<file path="src/rtl/encoder_input_pkg.sv">
// Shared types and default timing for the encoder/button input conditioner.
// Defaults assume a 10 MHz system clock.
package encoder_input_pkg;

    typedef enum logic [1:0] {
        IDLE      = 2'd0,
        PRESSED   = 2'd1,
        LONG_HELD = 2'd2
    } btn_state_t;

    localparam int unsigned SYNC_STAGES_DEF       = 2;
    localparam int unsigned DEBOUNCE_CYCLES_DEF   = 10000;
    localparam int unsigned LONG_PRESS_CYCLES_DEF = 5000000;

endpackage

</file>
<file path="src/rtl/debounce_channel.sv">
// One asynchronous pin: synchroniser chain followed by a stable-count debouncer.
// The clean level changes only after DEBOUNCE_CYCLES consecutive synced mismatches.
module debounce_channel
    import encoder_input_pkg::*;
#(
    parameter int unsigned SYNC_STAGES     = SYNC_STAGES_DEF,
    parameter int unsigned DEBOUNCE_CYCLES = DEBOUNCE_CYCLES_DEF,
    parameter bit          RESET_LEVEL     = 1'b0
) (
    input  logic clk,
    input  logic rst_n,
    input  logic raw,
    output logic clean
);

    localparam int unsigned     CNT_W    = $clog2(DEBOUNCE_CYCLES + 1);
    localparam logic [CNT_W-1:0] CNT_LAST = CNT_W'(DEBOUNCE_CYCLES - 1);

    logic [SYNC_STAGES-1:0] sync_q;
    logic [CNT_W-1:0]       cnt_q;
    logic                   sync_out;

    assign sync_out = sync_q[SYNC_STAGES-1];

    // Plain shift chain, nothing between stages.
    always_ff @(posedge clk or negedge rst_n) begin
        if (!rst_n) begin
            sync_q <= {SYNC_STAGES{RESET_LEVEL}};
        end else begin
            sync_q <= {sync_q[SYNC_STAGES-2:0], raw};
        end
    end

    // Any return to agreement restarts the stability window.
    always_ff @(posedge clk or negedge rst_n) begin
        if (!rst_n) begin
            cnt_q <= '0;
            clean <= RESET_LEVEL;
        end else if (sync_out == clean) begin
            cnt_q <= '0;
        end else if (cnt_q == CNT_LAST) begin
            cnt_q <= '0;
            clean <= sync_out;
        end else begin
            cnt_q <= cnt_q + CNT_W'(1);
        end
    end

endmodule

</file>
<file path="src/rtl/encoder_input_conditioner.sv">
// Conditions encoder A/B and push-button pins into clk and classifies
// debounced button presses into single-cycle short/long pulses.
module encoder_input_conditioner
    import encoder_input_pkg::*;
#(
    parameter int unsigned SYNC_STAGES       = SYNC_STAGES_DEF,
    parameter int unsigned DEBOUNCE_CYCLES   = DEBOUNCE_CYCLES_DEF,
    parameter int unsigned LONG_PRESS_CYCLES = LONG_PRESS_CYCLES_DEF
) (
    input  logic clk,
    input  logic rst_n,
    input  logic enc_a_raw,
    input  logic enc_b_raw,
    input  logic btn_raw_n,
    output logic enc_a_clean,
    output logic enc_b_clean,
    output logic btn_pressed,
    output logic btn_short,
    output logic btn_long
);

    localparam int unsigned      HOLD_W   = $clog2(LONG_PRESS_CYCLES + 1);
    // Last count before the threshold; the long pulse launches as the counter reaches it.
    localparam logic [HOLD_W-1:0] HOLD_ARM = HOLD_W'(LONG_PRESS_CYCLES - 2);

    logic btn_clean_n;

    debounce_channel #(
        .SYNC_STAGES     (SYNC_STAGES),
        .DEBOUNCE_CYCLES (DEBOUNCE_CYCLES),
        .RESET_LEVEL     (1'b0)
    ) u_deb_a (
        .clk   (clk),
        .rst_n (rst_n),
        .raw   (enc_a_raw),
        .clean (enc_a_clean)
    );

    debounce_channel #(
        .SYNC_STAGES     (SYNC_STAGES),
        .DEBOUNCE_CYCLES (DEBOUNCE_CYCLES),
        .RESET_LEVEL     (1'b0)
    ) u_deb_b (
        .clk   (clk),
        .rst_n (rst_n),
        .raw   (enc_b_raw),
        .clean (enc_b_clean)
    );

    debounce_channel #(
        .SYNC_STAGES     (SYNC_STAGES),
        .DEBOUNCE_CYCLES (DEBOUNCE_CYCLES),
        .RESET_LEVEL     (1'b1)
    ) u_deb_btn (
        .clk   (clk),
        .rst_n (rst_n),
        .raw   (btn_raw_n),
        .clean (btn_clean_n)
    );

    assign btn_pressed = ~btn_clean_n;

    btn_state_t        state_q, state_d;
    logic [HOLD_W-1:0] hold_q, hold_d;
    logic              short_d, long_d;

    always_ff @(posedge clk or negedge rst_n) begin
        if (!rst_n) begin
            state_q   <= IDLE;
            hold_q    <= '0;
            btn_short <= 1'b0;
            btn_long  <= 1'b0;
        end else begin
            state_q   <= state_d;
            hold_q    <= hold_d;
            btn_short <= short_d;
            btn_long  <= long_d;
        end
    end

    // Release is tested first so it wins over a coincident threshold.
    always_comb begin
        state_d = state_q;
        hold_d  = hold_q;
        short_d = 1'b0;
        long_d  = 1'b0;
        case (state_q)
            IDLE: begin
                hold_d = '0;
                if (btn_pressed) begin
                    state_d = PRESSED;
                end
            end
            PRESSED: begin
                if (!btn_pressed) begin
                    short_d = 1'b1;
                    hold_d  = '0;
                    state_d = IDLE;
                end else if (hold_q == HOLD_ARM) begin
                    long_d  = 1'b1;
                    hold_d  = hold_q + HOLD_W'(1);
                    state_d = LONG_HELD;
                end else begin
                    hold_d = hold_q + HOLD_W'(1);
                end
            end
            LONG_HELD: begin
                if (!btn_pressed) begin
                    hold_d  = '0;
                    state_d = IDLE;
                end
            end
            default: begin
                hold_d  = '0;
                state_d = IDLE;
            end
        endcase
    end

endmodule

</file>
<file path="config.mk">
export PLATFORM = sky130hd
export DESIGN_NAME = encoder_input_conditioner
export DESIGN_NICKNAME = d
export VERILOG_FILES = /design/src/rtl/encoder_input_pkg.sv /design/src/rtl/debounce_channel.sv /design/src/rtl/encoder_input_conditioner.sv
export SDC_FILE = /design/constraint.sdc
export NUM_CORES = 1
export LEC_CHECK = 0
export BUFFER_PORTS_ARGS = -buffer_cell sky130_fd_sc_hd__buf_2
export CORE_UTILIZATION = 51
export CTS_BUF_LIST = sky130_fd_sc_hd__clkbuf_8 sky130_fd_sc_hd__clkbuf_16
export DETAILED_ROUTE_END_ITERATION = 10
export PLACE_DENSITY = 0.67
export REMOVE_ABC_BUFFERS = 1
export SYNTH_ARGS = -nofsm -noshare
export SYNTH_HDL_FRONTEND = slang
export SYNTH_SLANG_ARGS = --single-unit
</file>
<file path="constraint.sdc">
create_clock -name clk -period 4 [get_ports clk]
set_input_delay 1.2 -clock clk [delete_from_list [all_inputs] [get_ports clk]]
set_output_delay 1.2 -clock clk [all_outputs]
set_load 0.02 [all_outputs]
</file>
[Yosys cells after proc, flatten, opt, wreduce, memory -nomap -nowiden]
Index checks and enable logic that the tools add are counted.
Storage, ports and cells
  bits in registers: 78
  latch bits: 0
  memory bits (writable): 0
  bits in read-only memories: 0
  output and inout bits: 5
  memories: 0
Cells by class
  $add $sub $neg: 4
  multipliers: 0
  div/mod/pow operators: 0
  order comparisons: 0
  equality and inequality tests: 12
  shift-type cells: 0
  mux-type cells: 19
  bitwise gates (word level): 4
  reductions and logical operators: 5
Operators with widths (number)
  $mux W14: 6
  $mux W23: 2
  $pmux W23 S2: 1
  $add A14 B1 Y14 const B: 3
  $eq A14 B14 Y1 const B: 3
  $add A23 B1 Y23 const B: 1
  $eq A23 B23 Y1 const B: 1
  $mux W2: 4
  $pmux W2 S3: 1
  $reduce_and A2 Y1: 3
  $mux W1: 5
  $not A1 Y1: 4
  $eq A1 B1 Y1: 3
  $ne A3 B2 Y1 const B: 1
  $reduce_and A3 Y1: 1
  $eq A2 B1 Y1 const B: 1
  $eq A2 B2 Y1 const B: 1
  $logic_not A2 Y1: 1
  $ne A2 B1 Y1 const B: 1
  $ne A2 B2 Y1 const B: 1

[Longest topological paths before layout]
  word-level depth: 4
  depth in mapped cells: 6
  mapped depth without buffers: 6

[Modules after synthesis]
A second synthesis with hierarchy kept.
Unflattened totals
  cell total of the unflattened synthesis: 391
  area, all modules: 3930.0 sq um
By module, submodules not included
  debounce_channel at u_deb_a ...: times used 2, cells an instance 72, area an instance 788.3 sq um, sequential area each 425.4 sq um
  encoder_input_conditioner: times used 1, cells an instance 175, area an instance 1561.5 sq um, sequential area each 675.6 sq um
  debounce_channel at u_deb_btn: times used 1, cells an instance 72, area an instance 792.0 sq um, sequential area each 429.2 sq um

[Least setup slack after synthesis]
OpenSTA, ideal clock, no wires.
  path kind: reg2out
  start: register u_deb_btn.clean
  end: output btn_pressed
  arrival time: 0.933 ns
  data required time: 2.800 ns
  slack: 1.867 ns
  stages on the path, launching flop included: 3
  cell sequence: dfstp_2 > clkbuf_1 > inv_1
Between the ends
  cells in the longest elaborated chain, start to end: 1
RTL lines
  start: declaration: RTL line debounce_channel.sv:13  | output logic clean
  start signal: assignment: RTL line debounce_channel.sv:43  | clean <= sync_out;
  $not A1 Y1: RTL line encoder_input_conditioner.sv:61  | assign btn_pressed = ~btn_clean_n;
  end: declaration: RTL line encoder_input_conditioner.sv:17  | output logic btn_pressed,
No other way between the ends.

[Worst setup path in the final report]
Same ends and word-level chain as after synthesis.

==> summary.txt <==
Outcome
  • Status: finished clean

Layout
  • Nets@finish: 413
  • Non-filler cells, final: 507
  • N_diodes: 0
  • Layout overhead on the synthesized area: 8.287%
  • Fillers: 628
  • Layout cells sized above 1: 9.069%
  • Post-Layout Inst Area: 0.004185 mm²
  • Final core area utilization: 57.40%

Floorplan
  • DIE WIDTH: 89.06 µm
  • Rows: 31
  • Core box area: 0.007292 mm²
  • Die H: 89.06 µm
  • Die area: 0.007931 mm²
  • I/O Pins: 10
  • Initial core utilization: 53.00%

CTS
  • H-tree lvl count: 3
  • Total CTS buffers: 9
  • Root Driver: clkbuf_8
  • CTS tree: yes
  • Clk buf depth: 2
  • Total clock sinks: 78
  • Post-cts sizing count: 0
  • Clk_lat worst skew: 0.34 ns
  • Clock transition at the registers of the reported paths: 0.08 ns
  • # hold bufs at CTS: 0
  • Setup bufs post-CTS: 0

Yosys
  • Post-synth top area cell: dfrtp_1
  • Post-Syn Area per Cell: 9.687 µm²
  • Unique masters post-synth: 48
  • Synthesized area: 0.003865 mm²
  • Ranking of synthesized cells by area: dfrtp_1, xnor2_1, nor2_1
  • Syn. warnings: 0
  • Synth cell count leaders: dfrtp_1, nor2_1, nand3_1, nand2_1, xnor2_1
  • Synth async-reset ratio: 100.0%
  • Top cell type's share of synthesized area: 48.56%
  • Count leader, synth: dfrtp_1
  • Post-Syn Instances: 399
  • Top_reg_cell synth: dfrtp_1
  • Sequential share of the synthesized area: 50.60%
  • Flops & latches, synth: 78
  • EDFF count, synth: 0

Power and ir drop
  • Pwr dens: 341.1 mW/mm²
  • Worst VDD drop: 0.1705 mV
  • Net switching power: 0.3293 mW
  • Net Sw Frac: 23.07%
  • Pint: 1.098 mW
  • Seq pwr share: 56.6%
  • Clock power frac: 40.9%
  • Logic pwr share: 2.5%
  • Leak: 1.718 nW

Setup path
  • Crit Path Class: reg -> out
  • Worst setup EP type: primary output
  • Crit-path cells: inv_1, buf_2
  • Worst EP arrival: 1.23 ns
  • Worst Path Max Fanout: 11
  • Worst Setup Start Kind: flop
  • Crit path max-delay cell type: dfstp_2
  • CP peak stage delay: 0.64 ns
  • WP data required: 2.80 ns

Routing
  • DR iter-0 viols: 183
  • DRC viols: 0
  • Vias per Instance: 5.787
  • DRT antenna net count: 0
  • Routed len/inst: 14.78 µm
  • Pre-antenna DRT Iters: 5
  • Vias post-DR: 2,934
  • WL final: 7492 µm

STA
  • Fmax: 410.9 MHz
  • Final hold viol count: 0
  • Least-Margin Pin Slew: 0.9603 ns
  • Final min period: 2.434 ns
  • Setup Skew: 0.005991 ns
  • Final setup viols: 0
  • Slew Limit Headroom: 35.98%
  • RSZ-0062 raised after global routing: false
  • Max-slew violations: 0
  • Sum Neg Setup Slack: 0 ns
  • Period utilization: 60.84%

Placement
  • GP Congestion: 0.8317
  • DP Wirelength: 5013 µm
  • Placed insts: 491
  • Area after DPL: 0.003986 mm²
  • I/O Buffers: 9

Global routing
  • Vias in the first global route: 2,671
  • Global route overflow: 0
  • Pin count of the biggest net entering global routing: 79
  • Gr usage total: 20.62%
  • First-pass GRT wire length: 12,590 µm
  • Initial antenna violation count: 0

Worst hold path
  • Hold crit path type: reg -> reg

Run
  • Max capacitance violation total: 0
cell families (layout without fill, tap and decap cells):
kind of cell | Yosys count | in the layout | share of synthesized area (%)
adders and majority gates | 5 | 5 | 1.619
DFF | 78 | 78 | 50.60
AOI/OAI and AO/OA | 49 | 49 | 7.834
muxes | 5 | 5 | 1.392
buffers and inverters | 28 | 37 | 2.914
and+or+nand+nor | 195 | 195 | 26.81
xor gates and xnor gates | 39 | 39 | 8.838
state kept, by name, indices dropped and copies added (netlist names):
signal / count
u_deb_btn.cnt_q: 14
hold_q: 23
u_deb_b.cnt_q: 14
u_deb_b.clean: 1
u_deb_a.clean: 1
state_q: 2
u_deb_a.sync_q: 2
btn_long: 1
u_deb_btn.sync_q: 2
u_deb_b.sync_q: 2
u_deb_a.cnt_q: 14
u_deb_btn.clean: 1
btn_short: 1
power groups by stage:
stage	clock network (mW)	logic [mW]	registers, mW
6_report	0.584	0.0350	0.808
5_1_grt	0.632	0.0417	0.810
4_1_cts	0.603	0.0372	0.809
3_5_place_dp	0	0.0370	0.824
3_3_place_gp	0	0.0358	0.823
2_1_floorplan	0	0.0149	0.822
worst paths after layout:
path	depth (start not counted)	end	start	slack (ns)
worst min-delay path	0	u_deb_b.sync_q[1]	u_deb_b.sync_q[0]	0.36
min in group asynchronous	1	u_deb_a.cnt_q[3]	rst_n	0.98
worst min register to register	0	u_deb_b.sync_q[1]	u_deb_b.sync_q[0]	0.36
worst max-delay path	2	btn_pressed	u_deb_btn.clean	1.57
worst max register to register	4	u_deb_b.cnt_q[12]	u_deb_b.cnt_q[11]	1.89
max in group asynchronous	1	u_deb_b.cnt_q[6]	rst_n	2.37
cell usage in the layout, fill, tap and decap left out, types with 3 or more instances in the layout:
cell,count
a21oi_1,8
a31oi_1,4
and2_1,3
and3_1,5
and4_1,5
buf_2,8
buf_4,3
clkbuf_8,9
dfrtp_1,75
dfstp_2,3
ha_1,5
inv_1,11
nand2_1,31
nand3_1,32
nand4_1,18
nor2_1,47
nor3_1,15
nor4_1,11
o211ai_1,3
o21ai_0,21
o31ai_1,3
or3_1,4
or4_1,8
xnor2_1,23
xor2_1,16
critical path: cells and delay by family (launching register included):
kind / cells / cell delay (ns)
flip-flops: 1 / 0.64
buffers and inverters: 2 / 0.25
routing by layer:
| metal | track usage [%] | share of wire (%) | wire [µm] |
|---|---|---|---|
| met1 | 27.78 | 47 | 3520 |
| met2 | 33.08 | 48 | 3563 |
| met3 | 3.047 | 3.0 | 228 |
| met4 | 9.668 | 2.4 | 180 |
| met5 | 0 | 0 | 0 |
metrics by stage:
step	power (mW)	hold WS, ns	setup slack (ns)
after floorplan	0.8367	0.3312	1.728
after global routing	1.484	0.3652	1.513
final	1.428	0.3574	1.566
after global placement	0.8593	0.3345	1.937
after detailed placement	0.8613	0.3409	1.880
after CTS	1.448	0.3605	1.558
cell type report:
type | count | area, µm² | area share [%]
flip-flops and latches | 78 | 1956 | 46.73
repair buffers | 11 | 62.56 | 1.495
clock inverters | 7 | 75.07 | 1.794
multi-input cells | 293 | 1807 | 43.17
inverters | 10 | 37.54 | 0.8969
well taps | 99 | 123.9 | 2.960
clock buffers | 9 | 123.9 | 2.960
Note: power is estimated with default switching activity, not from simulation.
